**config.mk**
```make
export PLATFORM = sky130hd
export DESIGN_NAME = cvm300_pixel_packer_flat
export DESIGN_NICKNAME = d
export VERILOG_FILES = /design/src/rtl/cvm300_pixel_packer_if.sv /design/src/rtl/cvm300_pixel_packer.sv /design/src/flat_wrapper.sv
export SDC_FILE = /design/constraint.sdc
export NUM_CORES = 1
export LEC_CHECK = 0
export CAP_MARGIN = 20
export CORE_MARGIN = 10
export CORE_UTILIZATION = 29
export CTS_CLUSTER_DIAMETER = 100
export DETAILED_ROUTE_END_ITERATION = 16
export GPL_ROUTABILITY_DRIVEN = 1
export SYNTH_ARGS = -nofsm -noshare
export SYNTH_HDL_FRONTEND = slang
export SYNTH_SLANG_ARGS = --single-unit
```
**constraint.sdc**
```tcl
create_clock -name CVM300_CLK_OUT -period 2.1 [get_ports CVM300_CLK_OUT]
set_clock_uncertainty 0.05 [all_clocks]
set_input_delay 0.315 -clock CVM300_CLK_OUT [delete_from_list [all_inputs] [get_ports CVM300_CLK_OUT]]
set_output_delay 0.315 -clock CVM300_CLK_OUT [all_outputs]
set_load 0.005 [all_outputs]
```
**src/rtl/cvm300_pixel_packer_if.sv**
```systemverilog
// ============================================================================
//  Module      : cvm300_pixel_packer_if
//  Description : Sensor-side pixel bus, FIFO write side and capture status
//                bundle for cvm300_pixel_packer.
//  Revision    : 1.0 - initial release
// ============================================================================
`default_nettype none

interface cvm300_pixel_packer_if;
    logic        arm;
    logic [9:0]  CVM300_D;
    logic        CVM300_Data_valid;
    logic        CVM300_Line_valid;
    logic        fifo_full;
    logic [31:0] fifo_din;
    logic        fifo_wr_en;
    logic        busy;
    logic        frame_done;
    logic        overflow;
    logic        line_error;
    logic [18:0] pixel_count;

    // Master drives the sensor bus, arm request and FIFO status.
    modport master (
        output arm, CVM300_D, CVM300_Data_valid, CVM300_Line_valid, fifo_full,
        input  fifo_din, fifo_wr_en, busy, frame_done, overflow, line_error, pixel_count
    );

    // Slave is the packer itself.
    modport slave (
        input  arm, CVM300_D, CVM300_Data_valid, CVM300_Line_valid, fifo_full,
        output fifo_din, fifo_wr_en, busy, frame_done, overflow, line_error, pixel_count
    );
endinterface

`default_nettype wire

```
**src/rtl/cvm300_pixel_packer.sv**
```systemverilog
// ============================================================================
//  Module      : cvm300_pixel_packer
//  Description : Captures one CVM300 frame per arm request, truncates pixels
//                to 8 bits, packs four per 32-bit FIFO word, and reports
//                overflow / short-line / frame-complete status.
//                Optional macro PACKER_TEST_PATTERN_EN replaces pixel data
//                with a pixel_count ramp.
//  Revision    : 1.0 - initial release
// ============================================================================
`default_nettype none

module cvm300_pixel_packer #(
    parameter int FRAME_PIXELS = 316224,
    parameter int LINE_PIXELS  = 648
) (
    input  wire logic             CVM300_CLK_OUT,
    input  wire logic             write_reset,
    cvm300_pixel_packer_if.slave  bus
);

    localparam logic [1:0] c_IDLE    = 2'd0;
    localparam logic [1:0] c_ARMED   = 2'd1;
    localparam logic [1:0] c_CAPTURE = 2'd2;
    localparam logic [1:0] c_DONE    = 2'd3;

    localparam logic [18:0] c_FRAME = 19'(FRAME_PIXELS);
    localparam logic [9:0]  c_LINE  = 10'(LINE_PIXELS);

    logic [1:0]  r_state;
    logic [1:0]  w_next_state;
    logic        w_busy;

    logic        r_arm_d;
    logic        r_lval_d;
    logic [23:0] r_pack;
    logic [18:0] r_pixel_count;
    logic [9:0]  r_line_count;
    logic [31:0] r_fifo_din;
    logic        r_fifo_wr_en;
    logic        r_frame_done;
    logic        r_overflow;
    logic        r_line_error;

    logic        w_arm_rise;
    logic        w_start;
    logic        w_accept;
    logic        w_frame_end;
    logic        w_line_bad;
    logic [1:0]  w_lane;
    logic [7:0]  w_byte;
    logic        w_unused_d;

    assign w_arm_rise  = bus.arm & ~r_arm_d;
    assign w_start     = (r_state == c_IDLE) & w_arm_rise;
    // Accepting stops once the frame is full, so pixel_count saturates.
    assign w_accept    = (r_state == c_CAPTURE) & bus.CVM300_Data_valid
                       & bus.CVM300_Line_valid & (r_pixel_count < c_FRAME);
    assign w_frame_end = (r_state == c_CAPTURE) & (r_pixel_count == c_FRAME);
    assign w_lane      = r_pixel_count[1:0];
    // Falling LVAL during capture closes a line; flag it if its length is off.
    assign w_line_bad  = (r_state == c_CAPTURE) & ~bus.CVM300_Line_valid & r_lval_d
                       & (r_line_count != c_LINE);

`ifdef PACKER_TEST_PATTERN_EN
    assign w_byte     = r_pixel_count[7:0];
    assign w_unused_d = ^bus.CVM300_D;
`else
    assign w_byte     = bus.CVM300_D[9:2];
    assign w_unused_d = ^bus.CVM300_D[1:0];
`endif

    // State register.
    always_ff @(posedge CVM300_CLK_OUT) begin
        if (write_reset) begin
            r_state <= c_IDLE;
        end else begin
            r_state <= w_next_state;
        end
    end

    // Next-state logic: arm edge starts, LVAL low syncs to a line boundary.
    always_comb begin
        w_next_state = r_state;
        case (r_state)
            c_IDLE:    if (w_arm_rise)              w_next_state = c_ARMED;
            c_ARMED:   if (!bus.CVM300_Line_valid)  w_next_state = c_CAPTURE;
            c_CAPTURE: if (r_pixel_count == c_FRAME) w_next_state = c_DONE;
            c_DONE:    w_next_state = c_IDLE;
            default:   w_next_state = c_IDLE;
        endcase
    end

    // State-decoded outputs.
    always_comb begin
        w_busy = 1'b0;
        if ((r_state == c_ARMED) || (r_state == c_CAPTURE)) begin
            w_busy = 1'b1;
        end
    end

    // Edge-detect history for arm and LVAL.
    always_ff @(posedge CVM300_CLK_OUT) begin
        if (write_reset) begin
            r_arm_d  <= 1'b0;
            r_lval_d <= 1'b0;
        end else begin
            r_arm_d  <= bus.arm;
            r_lval_d <= bus.CVM300_Line_valid;
        end
    end

    // Per-line DVAL counter, restarted on every LVAL rising edge.
    always_ff @(posedge CVM300_CLK_OUT) begin
        if (write_reset) begin
            r_line_count <= 10'd0;
        end else if ((r_state == c_CAPTURE) && bus.CVM300_Line_valid) begin
            if (!r_lval_d) begin
                r_line_count <= bus.CVM300_Data_valid ? 10'd1 : 10'd0;
            end else if (bus.CVM300_Data_valid) begin
                r_line_count <= r_line_count + 10'd1;
            end
        end
    end

    // Pixel packing, FIFO write strobe, pixel count and sticky status flags.
    always_ff @(posedge CVM300_CLK_OUT) begin
        if (write_reset) begin
            r_pack        <= 24'd0;
            r_pixel_count <= 19'd0;
            r_fifo_din    <= 32'd0;
            r_fifo_wr_en  <= 1'b0;
            r_frame_done  <= 1'b0;
            r_overflow    <= 1'b0;
            r_line_error  <= 1'b0;
        end else begin
            r_fifo_wr_en <= 1'b0;
            if (w_start) begin
                r_pack        <= 24'd0;
                r_pixel_count <= 19'd0;
                r_frame_done  <= 1'b0;
                r_overflow    <= 1'b0;
                r_line_error  <= 1'b0;
            end
            if (w_accept) begin
                r_pixel_count <= r_pixel_count + 19'd1;
                case (w_lane)
                    2'd0: r_pack[7:0]   <= w_byte;
                    2'd1: r_pack[15:8]  <= w_byte;
                    2'd2: r_pack[23:16] <= w_byte;
                    default: begin
                        // Lane 3 completes the word; a full FIFO drops it.
                        r_fifo_din <= {w_byte, r_pack};
                        if (bus.fifo_full) begin
                            r_overflow <= 1'b1;
                        end else begin
                            r_fifo_wr_en <= 1'b1;
                        end
                    end
                endcase
            end
            if (w_line_bad) begin
                r_line_error <= 1'b1;
            end
            if (w_frame_end) begin
                r_frame_done <= 1'b1;
            end
        end
    end

    assign bus.fifo_din    = r_fifo_din;
    assign bus.fifo_wr_en  = r_fifo_wr_en;
    assign bus.busy        = w_busy;
    assign bus.frame_done  = r_frame_done;
    assign bus.overflow    = r_overflow;
    assign bus.line_error  = r_line_error;
    assign bus.pixel_count = r_pixel_count;

endmodule

`default_nettype wire

```
**src/flat_wrapper.sv**
```systemverilog
// flat-port wrapper written by rule: the top's interface ports become plain ports
module cvm300_pixel_packer_flat 
#(
    parameter int FRAME_PIXELS = 316224,
    parameter int LINE_PIXELS  = 648
)
  (CVM300_CLK_OUT, write_reset, bus_arm, bus_CVM300_D, bus_CVM300_Data_valid, bus_CVM300_Line_valid, bus_fifo_full, bus_fifo_din, bus_fifo_wr_en, bus_busy, bus_frame_done, bus_overflow, bus_line_error, bus_pixel_count);
  cvm300_pixel_packer_if bus_i ();
  input  wire logic CVM300_CLK_OUT;
  input  wire logic write_reset;
  input wire logic [$bits(bus_i.arm)-1:0] bus_arm;
  input wire logic [$bits(bus_i.CVM300_D)-1:0] bus_CVM300_D;
  input wire logic [$bits(bus_i.CVM300_Data_valid)-1:0] bus_CVM300_Data_valid;
  input wire logic [$bits(bus_i.CVM300_Line_valid)-1:0] bus_CVM300_Line_valid;
  input wire logic [$bits(bus_i.fifo_full)-1:0] bus_fifo_full;
  output wire logic [$bits(bus_i.fifo_din)-1:0] bus_fifo_din;
  output wire logic [$bits(bus_i.fifo_wr_en)-1:0] bus_fifo_wr_en;
  output wire logic [$bits(bus_i.busy)-1:0] bus_busy;
  output wire logic [$bits(bus_i.frame_done)-1:0] bus_frame_done;
  output wire logic [$bits(bus_i.overflow)-1:0] bus_overflow;
  output wire logic [$bits(bus_i.line_error)-1:0] bus_line_error;
  output wire logic [$bits(bus_i.pixel_count)-1:0] bus_pixel_count;
  assign bus_i.arm = bus_arm;
  assign bus_i.CVM300_D = bus_CVM300_D;
  assign bus_i.CVM300_Data_valid = bus_CVM300_Data_valid;
  assign bus_i.CVM300_Line_valid = bus_CVM300_Line_valid;
  assign bus_i.fifo_full = bus_fifo_full;
  assign bus_fifo_din = bus_i.fifo_din;
  assign bus_fifo_wr_en = bus_i.fifo_wr_en;
  assign bus_busy = bus_i.busy;
  assign bus_frame_done = bus_i.frame_done;
  assign bus_overflow = bus_i.overflow;
  assign bus_line_error = bus_i.line_error;
  assign bus_pixel_count = bus_i.pixel_count;
  cvm300_pixel_packer #(.FRAME_PIXELS(FRAME_PIXELS), .LINE_PIXELS(LINE_PIXELS)) u_core (.CVM300_CLK_OUT(CVM300_CLK_OUT), .write_reset(write_reset), .bus(bus_i));
endmodule
```
; After elaboration in Yosys (flattened, before gate mapping)
; Cells that the tools add are included.
[word_totals]
regBits = 93
inputBits = 16
output_inout_bits = 56
[op_classes]
n_addsub = 2
order_cmp = 1
n_eq_ne = 11
muxes = 23
n_bitwise = 13
n_reduce_logical = 12
[ops]
columns = cell, count
row1 = $mux 24, 2
row2 = $mux 19, 2
row3 = $mux 8, 3
row4 = $mux 10, 2
row5 = $add 19x1->19 const B, 1
row6 = $eq 19x19->1 const B, 1
row7 = $lt 19x19->1 const B, 1
row8 = $add 10x1->10 const B, 1
row9 = $mux 1, 10
row10 = $ne 10x10->1 const B, 1
row11 = $and 1x1->1, 9
row12 = $pmux 2 s4, 1
row13 = $eq 2x2->1 const B, 3
row14 = $mux 2, 3
row15 = $reduce_bool 2->1, 3
row16 = $reduce_or 5->1, 1
row17 = $eq 2x1->1 const B, 2
row18 = $logic_not 2->1, 2
row19 = $ne 2x1->1 const B, 2
row20 = $ne 2x2->1 const B, 2
row21 = $not 1->1, 4
row22 = $reduce_and 2->1, 2
row23 = $reduce_and 3->1, 1
row24 = $reduce_or 3->1, 1
row25 = other kinds (2), 2

; Longest topological paths before layout
[depth]
word_depth = 7
depth_mapped = 9
ltp_nobuf = 7

; Worst setup path after synthesis
; No wires, ideal clock.
[synth_timing]
path_type = flip-flop to flip-flop
startpoint = register u_core.r_state[0]
endpoint = register u_core.r_pixel_count[10] (netlist: u_core.bus.pixel_count[10])
setup_time_ns = 0.074
t_arrival_ns = 1.835
required_time_ns = 1.976
setup_slack_ns = 0.141
stages_incl_launch_ff = 10
path_cell_list = dfxtp_1 -> inv_1 -> ha_1 -> and2_1 -> buf_2 -> and3_2 -> nand3_1 -> buf_2 -> or3_1 -> a31oi_1
[synth_between]
elab_chain_len = 5
[synth_lines]
columns = element, line_no
row1 = from (decl), cvm300_pixel_packer.sv:29  ; logic [1:0] r_state;
row2 = from (signal assigned), cvm300_pixel_packer.sv:75  ; r_state <= c_IDLE;
row3 = from (signal assigned), cvm300_pixel_packer.sv:77  ; r_state <= w_next_state;
row4 = $eq 2x2->1, cvm300_pixel_packer.sv:56  ; assign w_accept = (r_state == c_CAPTURE) & bus.CVM300_Data_valid
row5 = $and 1x1->1, cvm300_pixel_packer.sv:56
row6 = $and 1x1->1 (2 in series), cvm300_pixel_packer.sv:57  ; & bus.CVM300_Line_valid & (r_pixel_count < c_FRAME);
row7 = $mux 19 / $reduce_bool 2->1 (equally long branches), n/a
row8 = to (signal assigned), cvm300_pixel_packer.sv:145  ; r_pixel_count <= r_pixel_count + 19'd1;
row9 = to (decl), cvm300_pixel_packer.sv:36  ; logic [18:0] r_pixel_count;
; Parallel ways exist; a longest one is shown, timed or not.
; A chain may end at the register's enable or synchronous reset.

; Final worst setup path
[layout_timing]
startpoint = register u_core.r_state[0]
endpoint = output bus_busy
[layout_between]
elab_chain_len = 3
[layout_lines]
columns = element, line_no
row1 = $eq 2x1->1 / $eq 2x2->1 (equally long branches), cvm300_pixel_packer.sv:96  ; if ((r_state == c_ARMED) || (r_state == c_CAPTURE)) begin
row2 = $logic_or 1x1->1 (*), cvm300_pixel_packer.sv:96
row3 = $mux 1 (*), cvm300_pixel_packer.sv:96
row4 = to (decl), flat_wrapper.sv:18  ; output wire logic [$bits(bus_i.busy)-1:0] bus_busy;
; Mark *: on every way between the ends. The rest lies on a longest branch, timed or not.

==> flow_summary.yaml <==
logic_synthesis:
  synth_common_cells: "93 x dfxtp_1, 90 x nand2_1, 67 x nand3_1"
  async_flop_share_pct: 0
  synth-edff-count: 0
  synth_area_leaders: "dfxtp_1 45%, nand2_1 8.2%, nand3_1 8.1%"
  synthFlopType: "dfxtp_1"
  synthSimpleGateAreaFrac_pct: 30.14
  synth_top_family_by_area: "simple AND/OR/NAND/NOR gates"
  synth_area_leader_cell: "dfxtp_1"
  syn_area_per_cell_sq_um: 8.352
  synthAdderAreaFrac_pct: 3.039
  synth_compound_area_share_pct: 13.83
  syn-cell-area_sq_mm: 0.004118
  synthCells: 493
  ys_warn_count: 0
  ys_ff_latch: 93
  synth_xor_area_share_pct: 1.914
  synth_most_common_cell: "dfxtp_1"
  yosysSeqAreaShare_pct: 45.21
  ys_types: 51
  synth_top_area_share_pct: 45.21
  synth_mux_area_share_pct: 0.7293
  synth_nets: 519
die:
  initial_core_util_pct: 29.66
  die_area_sq_mm: 0.01937
  die_h_microns: 139.2
  ios: 72
  rows: 43
  die_w_microns: 139.2
  core-area_sq_mm: 0.01388
global_route:
  antenna_found_initial: 0
  grt_max_degree: 34
  grt_pass1_wl_mm: 19.08
  gr-usage-all-layers_pct: 11.98
  grt-ovfl-total: 0
  grt_pass1_vias: 3782
routing:
  drt-wirelength-per-cell_microns: 15.14
  postRouteAntennaNets: 0
  viasPerCell: 4.966
  drtIter0Drc: 241
  routed_wl_mm: 11.60
  dr.pass1.iters: 4
  vias: 3804
  drc: 0
sta:
  min_period_ns: 1.989
  rsz0062_at_grt: "false"
  setup_slack_ns: 0.1114
  setup-tns-final_ns: 0
  finalSetupViolCount: 0
  clock.fmax_mhz: 502.9
  maxSlewViolCount: 0
  final_hold_viol_count: 0
  final.period_utilization_pct: 94.70
  maxSlewHeadroom_pct: 74.79
  tightest_slew_ns: 0.3754
cts:
  cts_tree: "built"
  numCtsBuffers: 9
  cts-root-buf: "clkbuf_16"
  postCtsSetupRepairBufs: 0
  cts_max_path_buffers: 2
  clk_pin_slew_ns: 0.06
  htree_levels: 3
  cts_sinks: 93
  clk_latency_ns: 0.36
power_and_ir_drop:
  switching_share_pct: 26.87
  switching_power_mw: 1.112
  pwr_density_cell_mw_per_mm2: 753.9
  sequentialPowerShare_pct: 44.0
  p_comb_share_pct: 14.9
  p_int_mw: 3.027
  leakage_nw: 1.861
  ir_worst_vdd_mv: 0.3996
  power.share.clock_pct: 41.1
critical_path:
  r2r_end: "u_core.bus.pixel_count[15]$_SDFFE_PP0P_"
  worstSetupStartpoint: "u_core.r_state[0]$_SDFFE_PP0P_"
  start_kind: "register"
  reg2reg_slack_ns: 0.12
  reg2reg_depth: 6
  critPathKind: "register to output pin"
  worstPathMaxFanout: 3
  cp.arrival_ns: 1.62
  worstSetupEndpointType: "output pin"
  worstReg2RegStart: "u_core.bus.pixel_count[13]$_SDFFE_PP0P_"
  cp_data_required_time_ns: 1.74
  endpoint: "bus_busy"
placement:
  place.gp.congestion: 0.8475
  dp_hpwl_mm: 8.393
  place_ws_ns: -0.1874
  numPortBuffers: 69
  place_inst: 750
flow_run:
  drv_cap: 0
layout:
  nFillCells: 1436
  syn2layout_area_growth_pct: 33.33
  fin_util_pct: 39.55
  fin_nets: 607
  diodes: 0
  regArea_sq_mm: 0.001862
  final_cells: 766
  drive_gt1_share_pct: 11.77
  multiInputGateArea_sq_mm: 0.002053
hold_path:
  hp-class: "primary input to register"
outcome:
  status: "finished, final reports clean"
logic make-up (layout without fill, tap and decap cells):
kind of cell             after synthesis  in the layout
AND/OR/NAND/NOR                      242            242
AO/OA/AOI/OAI                         97             97
flip-flops                            93             93
buffers and inverters                 39            132
adder cells (fa/ha/maj)               10             10
XOR/XNOR                               9              9
multiplexers                           3              3
cell usage in the layout, fill, tap and decap left out, types with 4 or more instances in the layout:
| cell type | Yosys | final |
|---|---|---|
| nand4_1 | 13 | 13 |
| xnor2_1 | 6 | 6 |
| o21ai_0 | 4 | 4 |
| nand2_1 | 90 | 90 |
| nor3_1 | 4 | 4 |
| ha_1 | 10 | 10 |
| clkbuf_16 | 0 | 9 |
| inv_1 | 9 | 9 |
| nand2b_1 | 6 | 6 |
| dfxtp_1 | 93 | 93 |
| nor4_1 | 4 | 4 |
| a21oi_1 | 65 | 65 |
| nand3_1 | 67 | 66 |
| clkdlybuf4s50_1 | 0 | 68 |
| a22oi_1 | 4 | 4 |
| buf_4 | 0 | 35 |
| or3_1 | 9 | 9 |
| a31oi_1 | 10 | 10 |
| nor2_1 | 18 | 18 |
through the flow:
stage	hold WS [ns]	cell area, sq um	power, mW
3_5_place_dp	0.3936	5174	2.474
4_1_cts	0.3094	5482	4.184
3_3_place_gp	0.3920	5174	2.461
2_1_floorplan	0.3416	4118	2.221
5_1_grt	0.3274	5490	4.329
6_report	0.3097	5490	4.139
metal layers:
layer / GRT usage [%] / part of all wire, % / up-vias
met5: 0 / 0 / -
met4: 4.778 / 1.7 / 0
met3: 4.110 / 5.1 / 15
met2: 18.99 / 45 / 68
met1: 14.49 / 48 / 1797
li1: - / - / 1924
critical path, stage by stage (launching register included):
cell             delay, ns
dfxtp_1               0.37
inv_1                 0.09
ha_1                  0.31
clkdlybuf4s50_1       0.51
layout make-up:
type / count / area share, %
clock inverter: 5 / 1.185
multi-input combinational: 361 / 37.40
inverter: 9 / 0.6153
sequential: 93 / 33.91
timing repair buffer: 107 / 18.37
tap: 180 / 4.102
clock buffer: 11 / 4.421
worst min-delay path by stage:
stage	from	end	slack (ns)	depth (start not counted)
after floorplan	bus_fifo_full	u_core.bus.fifo_wr_en$_SDFF_PP0_	0.34	1
after global placement	u_core.r_pack[22]$_SDFF_PP0_	u_core.bus.fifo_din[22]$_SDFFE_PP0P_	0.39	2
after detailed placement	u_core.bus.line_error$_SDFFE_PP0P_	u_core.bus.line_error$_SDFFE_PP0P_	0.39	2
after CTS	write_reset	u_core.bus.overflow$_SDFF_PP0_	0.31	2
after global routing	write_reset	u_core.bus.frame_done$_SDFFE_PP0P_	0.33	2
final	write_reset	u_core.bus.overflow$_SDFF_PP0_	0.31	2
repair_timing:
| item | in CTS | in global routing |
|---|---|---|
| endpoints found under the setup margin | 0 | 12 |
| gates resized for setup | 0 | 3 |
| hold buffers | 0 | 0 |
power groups by stage:
stage	clock, mW	combinational, mW	sequential, mW
final	1.70	0.615	1.82
after global routing	1.81	0.690	1.83
after CTS	1.75	0.613	1.82
after detailed placement	0	0.610	1.86
after global placement	0	0.601	1.86
after floorplan	0	0.364	1.86
flip-flops by register name (all words and copies together) (netlist names):
signal	cells
u_core.bus.fifo_din	32
u_core.r_pack	24
u_core.bus.pixel_count	19
u_core.r_line_count	10
u_core.r_state	2
u_core.bus.fifo_wr_en	1
u_core.bus.frame_done	1
u_core.bus.line_error	1
u_core.bus.overflow	1
u_core.r_arm_d	1
u_core.r_lval_d	1
No activity file was read; power rests on OpenSTA's default activity.
